### config.mk
export PLATFORM = sky130hd
export DESIGN_NAME = rx_depacketizer
export DESIGN_NICKNAME = d
export VERILOG_FILES = /design/src/rtl/depkt_pkg.sv /design/src/rtl/skid_buffer.sv /design/src/rtl/rx_depacketizer.sv
export SDC_FILE = /design/constraint.sdc
export NUM_CORES = 1
export LEC_CHECK = 0
export BUFFER_PORTS_ARGS = -buffer_cell sky130_fd_sc_hd__buf_2
export CAP_MARGIN = 0
export CORE_MARGIN = 4
export CORE_UTILIZATION = 51
export DETAILED_ROUTE_END_ITERATION = 6
export GPL_TIMING_DRIVEN = 0
export PLACE_DENSITY = 0.76
export SYNTH_ARGS = -nofsm -noshare
export SYNTH_HDL_FRONTEND = slang
export SYNTH_SLANG_ARGS = --single-unit
### constraint.sdc
create_clock -name clk -period 2.5 [get_ports clk]
set_input_delay 0.375 -clock clk [delete_from_list [all_inputs] [get_ports clk]]
set_output_delay 0.375 -clock clk [all_outputs]
set_load 0.05 [all_outputs]
### src/rtl/depkt_pkg.sv
// Shared definitions for the Ethernet/SDR receive depacketizer: FSM states,
// header word positions, default EtherType and the saturating counter helper.
package depkt_pkg;

    typedef enum logic [2:0] {
        ST_IDLE,
        ST_HDR,
        ST_SUBHDR,
        ST_PAYLOAD,
        ST_DROP
    } depkt_state_t;

    localparam logic [2:0]  W_DST_LO      = 3'd1;
    localparam logic [2:0]  W_TYPE        = 3'd3;
    localparam logic [2:0]  W_SUB         = 3'd4;
    localparam logic [15:0] DEF_ETHERTYPE = 16'h88B5;
    localparam logic [47:0] BCAST_ADDR    = 48'hFFFF_FFFF_FFFF;

    function automatic logic [15:0] sat_inc(input logic [15:0] v);
        return (v == 16'hFFFF) ? v : v + 16'd1;
    endfunction

endpackage

### src/rtl/skid_buffer.sv
// Two-entry skid buffer: in_ready and out_valid both come straight from flops,
// so neither handshake direction has a combinational path through this block.
module skid_buffer #(
    parameter int WIDTH = 33
) (
    input  logic             clk,
    input  logic             reset,
    input  logic             in_valid,
    input  logic [WIDTH-1:0] in_data,
    output logic             in_ready,
    output logic             out_valid,
    output logic [WIDTH-1:0] out_data,
    input  logic             out_ready
);

    logic             out_valid_reg;
    logic [WIDTH-1:0] out_data_reg;
    logic             skid_valid_reg;
    logic [WIDTH-1:0] skid_data_reg;
    logic             in_fire;

    // Upstream may write only while the overflow slot is free.
    assign in_ready  = !skid_valid_reg;
    assign in_fire   = in_valid && !skid_valid_reg;
    assign out_valid = out_valid_reg;
    assign out_data  = out_data_reg;

    always_ff @(posedge clk) begin
        if (reset) begin
            out_valid_reg  <= 1'b0;
            out_data_reg   <= '0;
            skid_valid_reg <= 1'b0;
            skid_data_reg  <= '0;
        end else if (!out_valid_reg || out_ready) begin
            if (skid_valid_reg) begin
                out_data_reg   <= skid_data_reg;
                out_valid_reg  <= 1'b1;
                skid_valid_reg <= 1'b0;
            end else if (in_fire) begin
                out_data_reg  <= in_data;
                out_valid_reg <= 1'b1;
            end else begin
                out_valid_reg <= 1'b0;
            end
        end else if (in_fire) begin
            skid_data_reg  <= in_data;
            skid_valid_reg <= 1'b1;
        end
    end

endmodule

### src/rtl/rx_depacketizer.sv
// Strips the Ethernet header and SDR sub-header from the MAC receive stream,
// forwards IQ sample words with backpressure and keeps packet statistics.
module rx_depacketizer
    import depkt_pkg::*;
#(
    parameter logic [15:0] ETHERTYPE   = DEF_ETHERTYPE,
    parameter logic [47:0] MAC_ADDR    = 48'h02_00_00_00_00_01,
    parameter bit          CHECK_DST   = 1'b1,
    parameter int          MAX_SAMPLES = 364
) (
    input  logic        clk,
    input  logic        reset,
    input  logic        enable,
    input  logic [31:0] ff_rx_data,
    input  logic        ff_rx_sop,
    input  logic        ff_rx_eop,
    input  logic [1:0]  ff_rx_mod,
    input  logic        ff_rx_err,
    input  logic        ff_rx_dval,
    output logic        ff_rx_rdy,
    output logic [31:0] smp_data,
    output logic        smp_sop,
    output logic        smp_valid,
    input  logic        smp_ready,
    output logic [15:0] pkt_ok_cnt,
    output logic [15:0] pkt_drop_cnt,
    output logic [15:0] seq_gap_cnt,
    output logic [15:0] last_seq
);

    localparam int          CNT_W   = $clog2(MAX_SAMPLES + 1);
    localparam logic [15:0] MAX_CNT = 16'(MAX_SAMPLES);

    depkt_state_t state_reg, state_next;
    logic [2:0]       idx_reg, idx_next;
    logic [15:0]      dst_hi_reg, dst_hi_next;
    logic [31:0]      dst_lo_reg, dst_lo_next;
    logic [CNT_W-1:0] cnt_reg, cnt_next;
    logic             first_reg, first_next;
    logic             silent_reg, silent_next;
    logic             seq_valid_reg, seq_valid_next;
    logic [15:0]      last_seq_reg, last_seq_next;
    logic [15:0]      ok_cnt_reg, drop_cnt_reg, gap_cnt_reg;
    logic             ok_inc, drop_inc, gap_inc, push;
    logic             in_fire, buf_in_ready, dst_ok;
    logic [32:0]      buf_out;

    assign ff_rx_rdy = !reset && (state_reg != ST_PAYLOAD || buf_in_ready);
    assign in_fire   = ff_rx_dval && ff_rx_rdy;
    assign dst_ok    = !CHECK_DST || ({dst_hi_reg, dst_lo_reg} == MAC_ADDR) ||
                       ({dst_hi_reg, dst_lo_reg} == BCAST_ADDR);

    always_comb begin
        state_next     = state_reg;
        idx_next       = idx_reg;
        dst_hi_next    = dst_hi_reg;
        dst_lo_next    = dst_lo_reg;
        cnt_next       = cnt_reg;
        first_next     = first_reg;
        silent_next    = silent_reg;
        seq_valid_next = seq_valid_reg;
        last_seq_next  = last_seq_reg;
        ok_inc         = 1'b0;
        drop_inc       = 1'b0;
        gap_inc        = 1'b0;
        push           = 1'b0;
        if (in_fire) begin
            if (ff_rx_sop) begin
                // A frame already counted ok (overlong tail) is not also a drop.
                drop_inc    = (state_reg != ST_IDLE) && !(state_reg == ST_DROP && silent_reg);
                state_next  = ST_HDR;
                idx_next    = W_DST_LO;
                dst_hi_next = ff_rx_data[15:0];
                silent_next = 1'b0;
            end else begin
                case (state_reg)
                    ST_HDR: begin
                        if (ff_rx_eop) begin
                            drop_inc   = 1'b1;
                            state_next = ST_IDLE;
                        end else begin
                            idx_next = idx_reg + 3'd1;
                            if (idx_reg == W_DST_LO) dst_lo_next = ff_rx_data;
                            if (idx_reg == W_TYPE) begin
                                silent_next = 1'b0;
                                if (!dst_ok || ff_rx_data[15:0] != ETHERTYPE || !enable)
                                    state_next = ST_DROP;
                                else
                                    state_next = ST_SUBHDR;
                            end
                        end
                    end
                    ST_SUBHDR: begin
                        if (ff_rx_eop) begin
                            drop_inc   = 1'b1;
                            state_next = ST_IDLE;
                        end else if (idx_reg == W_SUB) begin
                            gap_inc        = seq_valid_reg && (ff_rx_data[31:16] != last_seq_reg + 16'd1);
                            last_seq_next  = ff_rx_data[31:16];
                            seq_valid_next = 1'b1;
                            if (ff_rx_data[15:0] == 16'd0 || ff_rx_data[15:0] > MAX_CNT) begin
                                state_next = ST_DROP;
                            end else begin
                                cnt_next   = ff_rx_data[CNT_W-1:0];
                                first_next = 1'b1;
                                state_next = ST_PAYLOAD;
                            end
                        end
                    end
                    ST_PAYLOAD: begin
                        if (ff_rx_eop) begin
                            state_next = ST_IDLE;
                            if (cnt_reg == CNT_W'(1) && ff_rx_mod == 2'd0 && !ff_rx_err) begin
                                push   = 1'b1;
                                ok_inc = 1'b1;
                            end else begin
                                drop_inc = 1'b1;
                            end
                        end else begin
                            push       = 1'b1;
                            first_next = 1'b0;
                            cnt_next   = cnt_reg - CNT_W'(1);
                            if (cnt_reg == CNT_W'(1)) begin
                                ok_inc      = 1'b1;
                                silent_next = 1'b1;
                                state_next  = ST_DROP;
                            end
                        end
                    end
                    ST_DROP: begin
                        if (ff_rx_eop) begin
                            drop_inc   = !silent_reg;
                            state_next = ST_IDLE;
                        end
                    end
                    default: ;
                endcase
            end
        end
    end

    always_ff @(posedge clk) begin
        if (reset) begin
            state_reg     <= ST_IDLE;
            idx_reg       <= '0;
            dst_hi_reg    <= '0;
            dst_lo_reg    <= '0;
            cnt_reg       <= '0;
            first_reg     <= 1'b0;
            silent_reg    <= 1'b0;
            seq_valid_reg <= 1'b0;
            last_seq_reg  <= '0;
            ok_cnt_reg    <= '0;
            drop_cnt_reg  <= '0;
            gap_cnt_reg   <= '0;
        end else begin
            state_reg     <= state_next;
            idx_reg       <= idx_next;
            dst_hi_reg    <= dst_hi_next;
            dst_lo_reg    <= dst_lo_next;
            cnt_reg       <= cnt_next;
            first_reg     <= first_next;
            silent_reg    <= silent_next;
            seq_valid_reg <= seq_valid_next;
            last_seq_reg  <= last_seq_next;
            if (ok_inc)   ok_cnt_reg   <= sat_inc(ok_cnt_reg);
            if (drop_inc) drop_cnt_reg <= sat_inc(drop_cnt_reg);
            if (gap_inc)  gap_cnt_reg  <= sat_inc(gap_cnt_reg);
        end
    end

    skid_buffer #(.WIDTH(33)) u_skid (
        .clk       (clk),
        .reset     (reset),
        .in_valid  (push),
        .in_data   ({first_reg, ff_rx_data}),
        .in_ready  (buf_in_ready),
        .out_valid (smp_valid),
        .out_data  (buf_out),
        .out_ready (smp_ready)
    );

    assign smp_sop      = buf_out[32];
    assign smp_data     = buf_out[31:0];
    assign pkt_ok_cnt   = ok_cnt_reg;
    assign pkt_drop_cnt = drop_cnt_reg;
    assign seq_gap_cnt  = gap_cnt_reg;
    assign last_seq     = last_seq_reg;

endmodule

## Word-level counts from Yosys, hierarchy flattened

Cells that the tools add are included.
Widths: inputs -> output; s select.

- Bits in registers: 198
- Input bits: 42
- Output and inout bits: 99
- Word-level logic and storage cells: 158

- Add/subtract/negate cells: 6
- Magnitude comparators: 1
- Eq/ne operators: 29
- Multiplexer cells: 56
- Bitwise operators: 6
- Reduce and logical (&&, ||, !) cells: 44

Operators by type and width:

| operator | number |
|---|---|
| $mux 33 | 2 |
| $add 16x1->16 const B | 4 |
| $eq 16x16->1 const B | 3 |
| $eq 48x42->1 const B | 1 |
| $eq 48x48->1 const B | 1 |
| $mux 3 | 13 |
| $mux 9 | 4 |
| $mux 1 | 32 |
| $pmux 9 s2 | 1 |
| $gt 16x9->1 const B | 1 |
| $logic_not 16->1 | 1 |
| $ne 16x16->1 | 1 |
| $ne 16x16->1 const B | 1 |
| $ne 3x3->1 const B | 5 |
| $ne 4x4->1 const B | 3 |
| $pmux 3 s4 | 1 |
| $reduce_and 2->1 | 6 |
| $reduce_and 6->1 | 2 |
| $ne 2x2->1 const B | 5 |
| $reduce_and 5->1 | 2 |
| $eq 3x2->1 const B | 3 |
| $eq 9x1->1 const B | 1 |
| $sub 9x1->9 const B | 1 |
| $logic_and 1x1->1 | 8 |
| other kinds (16) | 40 |

## Depth between registers and ports, before layout

Gate-level depths: netlist of run 1.

- Depth after elaboration: 11
- Depth in mapped cells: 12
- Depth with buffers taken out: 10

## By module

A second synthesis of run 1 with hierarchy kept.

- Cell total of the unflattened synthesis: 1,162
- Area, all modules: 9,479.1 µm²

By module, submodules not included:

| module | instances | cells an instance | area each (µm²) | sequential area each (µm²) |
|---|---|---|---|---|
| rx_depacketizer | 1 | 855 | 6,565.0 | 2,602.5 |
| skid_buffer | 1 | 307 | 2,914.0 | 1,361.3 |

## Least setup slack after synthesis of run 1

OpenSTA, ideal clock, no wires.

- Kind: register -> register
- Start: reg last_seq_reg[1] (netlist: last_seq[1])
- End: reg gap_cnt_reg[7] (netlist: seq_gap_cnt[7])
- Library setup time: 0.121 ns
- Arrival: 2.618 ns
- Required time: 2.379 ns
- Setup slack: -0.239 ns
- Cell stages (with the launch flop): 11
- Buffers on the path: 1
- Clock period less this slack: 2.739 ns
- Path through: dfxtp_1 -> ha_1 -> nand3_1 -> nor4b_1 -> xnor2_1 -> nor2_1 -> nand4_1 -> nor4_4 -> buf_2 -> nor3_1 -> mux2_2

- Cells in the longest elaborated chain, start to end: 9

RTL lines:

| element | RTL line | text |
|---|---|---|
| from (decl) | rx_depacketizer.sv:42 | `logic [15:0] last_seq_reg, last_seq_next;` |
| from (signal assigned) | rx_depacketizer.sv:165 | `last_seq_reg <= last_seq_next;` |
| $add 16x1->16 | rx_depacketizer.sv:98 | `gap_inc = seq_valid_reg && (ff_rx_data[31:16] != last_seq_reg + 16'd1);` |
| $ne 16x16->1 | rx_depacketizer.sv:98 |  |
| $logic_and 1x1->1 | rx_depacketizer.sv:98 |  |
| $mux 1 | rx_depacketizer.sv:97 | `end else if (idx_reg == W_SUB) begin` |
| $mux 1 | rx_depacketizer.sv:94 | `if (ff_rx_eop) begin` |
| $mux 1 | rx_depacketizer.sv:76 | `case (state_reg)` |
| $mux 1 | rx_depacketizer.sv:68 | `if (ff_rx_sop) begin` |
| $mux 1 | rx_depacketizer.sv:67 | `if (in_fire) begin` |
| $reduce_and 2->1 (no source line) | n/a |  |
| to (signal assigned) | rx_depacketizer.sv:168 | `if (gap_inc) gap_cnt_reg <= sat_inc(gap_cnt_reg);` |
| to (decl) | rx_depacketizer.sv:43 | `logic [15:0] ok_cnt_reg, drop_cnt_reg, gap_cnt_reg;` |

No other way between the ends.
A chain may end at the register's enable or synchronous reset.

## Final worst setup path of run 1

- Start: reg state_reg[2]
- End: reg ok_cnt_reg[13] (netlist: pkt_ok_cnt[13])

- Cells in the longest elaborated chain, start to end: 6
- Elaborated cells between the ends (all ways): 9
- Classes of those cells: eq/ne: 2; mux: 3; reduce/logical: 4

RTL lines:

| element | RTL line | text |
|---|---|---|
| from (decl) | rx_depacketizer.sv:34 | `depkt_state_t state_reg, state_next;` |
| from (signal assigned) | rx_depacketizer.sv:157 | `state_reg <= state_next;` |
| $ne 3x2->1 | rx_depacketizer.sv:48 | `assign ff_rx_rdy = !reset && (state_reg != ST_PAYLOAD \|\| buf_in_ready);` |
| $logic_or 1x1->1 | rx_depacketizer.sv:48 |  |
| $logic_and 1x1->1 | rx_depacketizer.sv:48 |  |
| $logic_and 1x1->1 | rx_depacketizer.sv:49 | `assign in_fire = ff_rx_dval && ff_rx_rdy;` |
| $mux 1 * | rx_depacketizer.sv:67 |  |
| $reduce_and 2->1 (no source line) * | n/a |  |
| to (signal assigned) | rx_depacketizer.sv:166 | `if (ok_inc) ok_cnt_reg <= sat_inc(ok_cnt_reg);` |
| to (decl) | rx_depacketizer.sv:43 |  |

Mark *: on every way between the ends. The rest lies on a longest branch, timed or not.

==> flow_summary.ini, run 1 <==
[logic_synthesis]
synth_area_per_cell_um2 = 8.28
synth_ff_type = dfxtp_1
synth_nets = 1158
synth_edf_count = 0
ys_seq_area_share_pct = 43.3
syn_area_um2 = 9160
ys_ff_latch = 198
syn_inst = 1106
synthArstFlopShare_pct = 0
yosys_warnings = 0
yosysUniqueCellTypes = 59

[power]
p_per_area_nw_per_um2 = 555
combPwrFrac_pct = 5.2
ir_drop_uv = 510
p_int_mw = 4.62
switchingPower_mw = 1.65
clkPwrFrac_pct = 44.3
p_seq_share_pct = 50.5
switching_share_pct = 26.3
p_leak_nw = 4.23

[sta]
hold_viol_final = 0
layout_setup_ws_ns = 0.0392
period_share_pct = 98.4
fmax_ghz = 0.406
rsz0062_at_grt = true
setup_violations = 0
tightest_slew_ns = 0.747
finalCriticalPeriod_ns = 2.46
relSlewSlack_pct = 50.2
whs_ns = 0.220
final.setup.tns_ns = 0
final.setup_skew_ns = 0.0108
maxSlewViolCount = 0

[final_layout]
final_cell_mix = dfxtp_1, nand2_1, buf_2
diodes = 0
fin_cells = 1531
final_nets = 1345
area_growth_pct = 23.4
layout_commonest_cell = dfxtp_1
fin_area_um2 = 11300
nFillCells = 1446
drive_gt1_share_pct = 22.8

[clock_network]
root_buffer = clkbuf_16
clk_latency_ns = 0.44
clkSinkCount = 198
cts_hold_buf = 0
tritoncts = built
numCtsBuffers = 17
clk_pin_slew_worst_paths_ns = 0.08
clockBufferDepth = 2
htreeDepth = 4

[routing]
dr.pass1.iters = 5
drc_errors = 0
routedWlPerCell_um = 17.1
vias = 8805
via_per_inst = 5.75
final_antenna_net_count = 0
drtIter0Drc = 755
drt_wl_total_um = 26100

[global_route]
grt_remaining_overflow = 0
grt_pass1_wl_um = 41900
grt_max_degree = 22
grtUsageTotal_pct = 25.4
grt_pass1_vias = 8454
antenna_found_initial = 0

[placement]
gp_congestion = 0.890
place_inst = 1470
numPortBuffers = 139
hpwlAfterDp_um = 18100
place_area_um2 = 10200
pre_cts_slack_ns = -0.775

[floorplanning]
die_y_um = 142
rows = 48
die_area_um2 = 20200
start_util_pct = 52.6
core_um2 = 17400
io-pin-count = 141
die_x_um = 142

[critical_path]
slowest_delay_ns = 0.54
critPathSlowestCell = or4_4
critical_path_arrival_ns = 2.78
critPathKind = flip-flop to flip-flop
start_kind = flip-flop
cp.required_ns = 2.82
crit_path_end_kind = flip-flop
cp_max_fo = 5
crit_chain = nand3b_1, or4_4, or3_4, a41oi_4, and3_4, and4_1, xnor2_1, nor2_1

[status]
status = finished clean

[hold_path]
hold_class = input pin to flip-flop

[run]
cap_violations = 0
[path summary, 6_finish.rpt]
path	from	endpoint	slack, ns	cells past startpoint
min reg2reg	u_skid.skid_data_reg[3]	u_skid.skid_data_reg[3]	0.46	2
min	ff_rx_data[25]	u_skid.skid_data_reg[25]	0.22	3
max	state_reg[2]	pkt_ok_cnt[13]	0.04	8
max reg2reg	state_reg[2]	pkt_ok_cnt[13]	0.04	8
[power by group through the flow]
stage / registers (mW) / clock network [mW] / logic, mW
after global routing: 3.17 / 2.94 / 0.353
final: 3.17 / 2.78 / 0.329
after floorplan: 3.24 / 0 / 0.159
after global placement: 3.24 / 0 / 0.300
after detailed placement: 3.24 / 0 / 0.302
after CTS: 3.17 / 2.80 / 0.315
[cells in the mapped netlist (all sizes together), types with 7 or more instances]
master    n  share of area, %
nand3    35               1.9
o311ai    7              0.67
xnor2    22               2.1
o21ai    21               1.1
xor2     24               2.3
or2       7              0.48
inv      21              0.86
ha       10               1.4
buf      12              0.78
nand4    29               2.0
mux2i    64               7.0
nor4     24               2.0
nand2   177               7.3
clkbuf   51               2.1
a211oi   38               3.1
and3     14               1.0
nor2b     8              0.55
nor2    136               5.6
o41ai     7              0.67
nor3     23               1.3
dfxtp   198                43
or3      11              0.81
a21oi   103               5.8
or4       8              0.66
[final cells by class]
type | count | area, µm² | share of cell area, %
buffer | 59 | 278 | 2.46
clock buffer | 17 | 425 | 3.77
clock inverter | 15 | 178 | 1.57
inverter | 21 | 78.8 | 0.698
multi-input combinational | 824 | 5100 | 45.2
sequential | 198 | 4000 | 35.4
tap | 225 | 282 | 2.49
timing repair buffer | 172 | 952 | 8.43
[critical path: cells and delay by family, from the launching register on]
family	cells	cell delay, ns
AO/OA/AOI/OAI	1	0.19
XOR/XNOR	1	0.12
flip-flops	1	0.34
AND/OR/NAND/NOR	6	1.69
[metrics by stage]
step / util (%) / total power, mW
detailed placement: 58.3 / 3.55
finish: 64.9 / 6.28
CTS: 63.6 / 6.28
global route: 64.9 / 6.46
floorplan: - / 3.40
global placement: 58.3 / 3.54
[metal layers]
layer  vias to the layer above  track usage [%]  part of all wire (%)
li1                       4286                -                     -
met2                       370             41.8                    48
met5                         -                0                     0
met4                         0             10.1                   2.5
met3                        59             6.05                   7.5
met1                      4090             32.3                    42
[timing repair]
action	in CTS	in global routing
cloned	1	0
setup buffers	20	13
pin swaps	11	18
gates resized for setup	41	53
endpoints found under the setup margin	151	135
[cell families (layout without fill, tap and decap cells)]
group | after synthesis | count (layout) | share of synthesized area [%]
compound gates | 207 | 207 | 14.3
simple gates | 491 | 491 | 25.2
fa+ha+maj | 10 | 10 | 1.37
mux | 70 | 70 | 7.74
flops | 198 | 198 | 43.3
xor+xnor | 46 | 46 | 4.40
buf+inv | 84 | 284 | 3.73
Note: power is estimated with default switching activity, not from simulation.
==> run 2: changes to the inputs <==
CORE_MARGIN = 8   (was 4)
SKIP_CTS_REPAIR_TIMING = 1   (was default)
clock period = 2 ns   (was 2.5 ns; I/O delays follow)
==> run 2 against run 1 <==
The run now ends with negative setup slack left. Core utilization increased by 5.0 points. Global-route usage decreased by 1.8 points. Flip-flop and latch count unchanged. Combinational power increased by 38%. Critical endpoint is now seq_gap_cnt[2]. Largest cell class unchanged. Largest power group unchanged.
==> flow_summary.ini, run 2 (synthesis results as in run 1) <==
[status]
status = complete, but fails checks
violations = negative setup slack

[critical_path]
critical_path_arrival_ns = 2.91
critPathKind = flip-flop to flip-flop
regToRegSetupSlack_ns = -0.57
start_kind = flip-flop
crit_path_end_kind = flip-flop
timing.rr.start = state_reg[0]
timing.rr.end = seq_gap_cnt[2]
cp_max_fo = 8
rr_worst_depth = 12
cp.required_ns = 2.34

[sta]
setup_violations = 184
period_share_pct = 129
tightest_slew_ns = 0.851
hold_viol_final = 0
fmax_ghz = 0.389
finalCriticalPeriod_ns = 2.57
relSlewSlack_pct = 43.3
final.setup_skew_ns = 0.0149
rsz0062_at_grt = true
layout_setup_ws_ns = -0.571
maxSlewViolCount = 0

[placement]
gp_congestion = 0.943
place_inst = 1474
hpwlAfterDp_um = 19400
numPortBuffers = 139
pre_cts_slack_ns = -0.825

[final_layout]
final_nets = 1379
final_util_pct = 69.9
nFillCells = 1331
drive_gt1_share_pct = 31.6
diodes = 0
area_growth_pct = 35.7
fin_cells = 1569
layout_commonest_cell = dfxtp_1
final_cell_mix = dfxtp_1, nand2_1, buf_2

[floorplanning]
core_um2 = 17800
rows = 49
die_x_um = 150
io-pin-count = 141
die_area_um2 = 22500
die_y_um = 150
start_util_pct = 51.5

[clock_network]
tritoncts = built
htreeDepth = 4
clockBufferDepth = 2
clkSinkCount = 198
clk_latency_ns = 0.45
root_buffer = clkbuf_16
numCtsBuffers = 17
clk_pin_slew_worst_paths_ns = 0.08

[run]
cap_violations = 0

[power]
switchingPower_mw = 1.91
p_leak_nw = 4.75
p_seq_share_pct = 49.9
clkPwrFrac_pct = 44.4
p_int_mw = 6.00
p_per_area_nw_per_um2 = 637
ir_drop_uv = 728
combPwrFrac_pct = 5.7
switching_share_pct = 24.2

[routing]
final_antenna_net_count = 0
dr.pass1.iters = 7
drc_errors = 0
drt_wl_total_um = 29900
routedWlPerCell_um = 19.0
via_per_inst = 5.89
drtIter0Drc = 748
vias = 9239

[hold_path]
hold_path_depth = 3
hp-start = ff_rx_data[7]
holdPathEnd = dst_lo_reg[7]
hold_class = input pin to flip-flop

[global_route]
grt_max_degree = 18
grt_pass1_wl_um = 42600
grtUsageTotal_pct = 23.6
grt_pass1_vias = 8296
antenna_found_initial = 1
grt_remaining_overflow = 0
## run 2: cell types whose count changed in the layout (fill, tap and decap cells not counted), sizes merged
| cell | previous run | this run |
|---|---|---|
| buf | 181 | 216 |
| inv | 30 | 26 |
| bufinv | 0 | 2 |
| clkbuf | 67 | 69 |
| clkinv | 5 | 4 |
## run 2: power by group through the flow
stage	combinational (mW)	clock (mW)	sequential, mW
global placement	0.395	0	4.04
detailed placement	0.398	0	4.04
global route	0.478	3.70	3.95
floorplan	0.204	0	4.04
CTS	0.401	3.52	3.95
finish	0.453	3.51	3.95
## run 2: per-stage QoR
stage / hold WS, ns / setup TNS [ns] / cell area (µm²) / power (mW)
2_1_floorplan: 0.436 / -17.30 / 9410 / 4.24
3_3_place_gp: 0.441 / -79.06 / 10400 / 4.44
3_5_place_dp: 0.446 / -84.22 / 10400 / 4.44
4_1_cts: 0.158 / -82.52 / 11000 / 7.87
5_1_grt: 0.158 / -67.85 / 12400 / 8.12
6_report: 0.171 / -51.74 / 12400 / 7.91
## run 2: critical path, cell delays in order, from the launching register on
cell and delay [ns]:
dfxtp_2 0.32, buf_6 0.11, and3b_1 0.17, buf_6 0.13, a21oi_4 0.21, nand2_2 0.12, nor4_2 0.22, buf_4 0.17
nand2_4 0.07, a21o_4 0.26, buf_8 0.16, nor3b_4 0.20, mux2_4 0.31
## run 2: routing by layer
layer  global-route usage [%]  vias up  wire [µm]
met5                        0        -          8
met2                     37.2      380      13800
met1                     31.7     4430      12700
met3                     5.35       61       2600
met4                     6.75        2        709
li1                         -     4366          -
## run 2: worst max-delay path by stage
stage                            start             end  slack, ns  depth (start not counted)
after floorplan           state_reg[0]  seq_gap_cnt[6]      -0.48                         12
after global placement    state_reg[2]  seq_gap_cnt[6]      -0.80                         11
after detailed placement  state_reg[2]  seq_gap_cnt[6]      -0.83                         11
after CTS                 state_reg[2]  seq_gap_cnt[6]      -0.83                         11
after global routing       last_seq[1]  seq_gap_cnt[6]      -0.63                         11
final                     state_reg[0]  seq_gap_cnt[2]      -0.57                         12
## run 2: layout make-up
cell class	count	area [µm²]	share of cell area [%]
clock buffers	20	457	3.67
multi-input cells	824	5620	45.3
inverters	21	78.8	0.634
clock inverters	12	140	1.13
plain buffers	62	449	3.61
repair buffers	203	1360	10.9
well taps	229	287	2.31
flip-flops and latches	198	4030	32.5
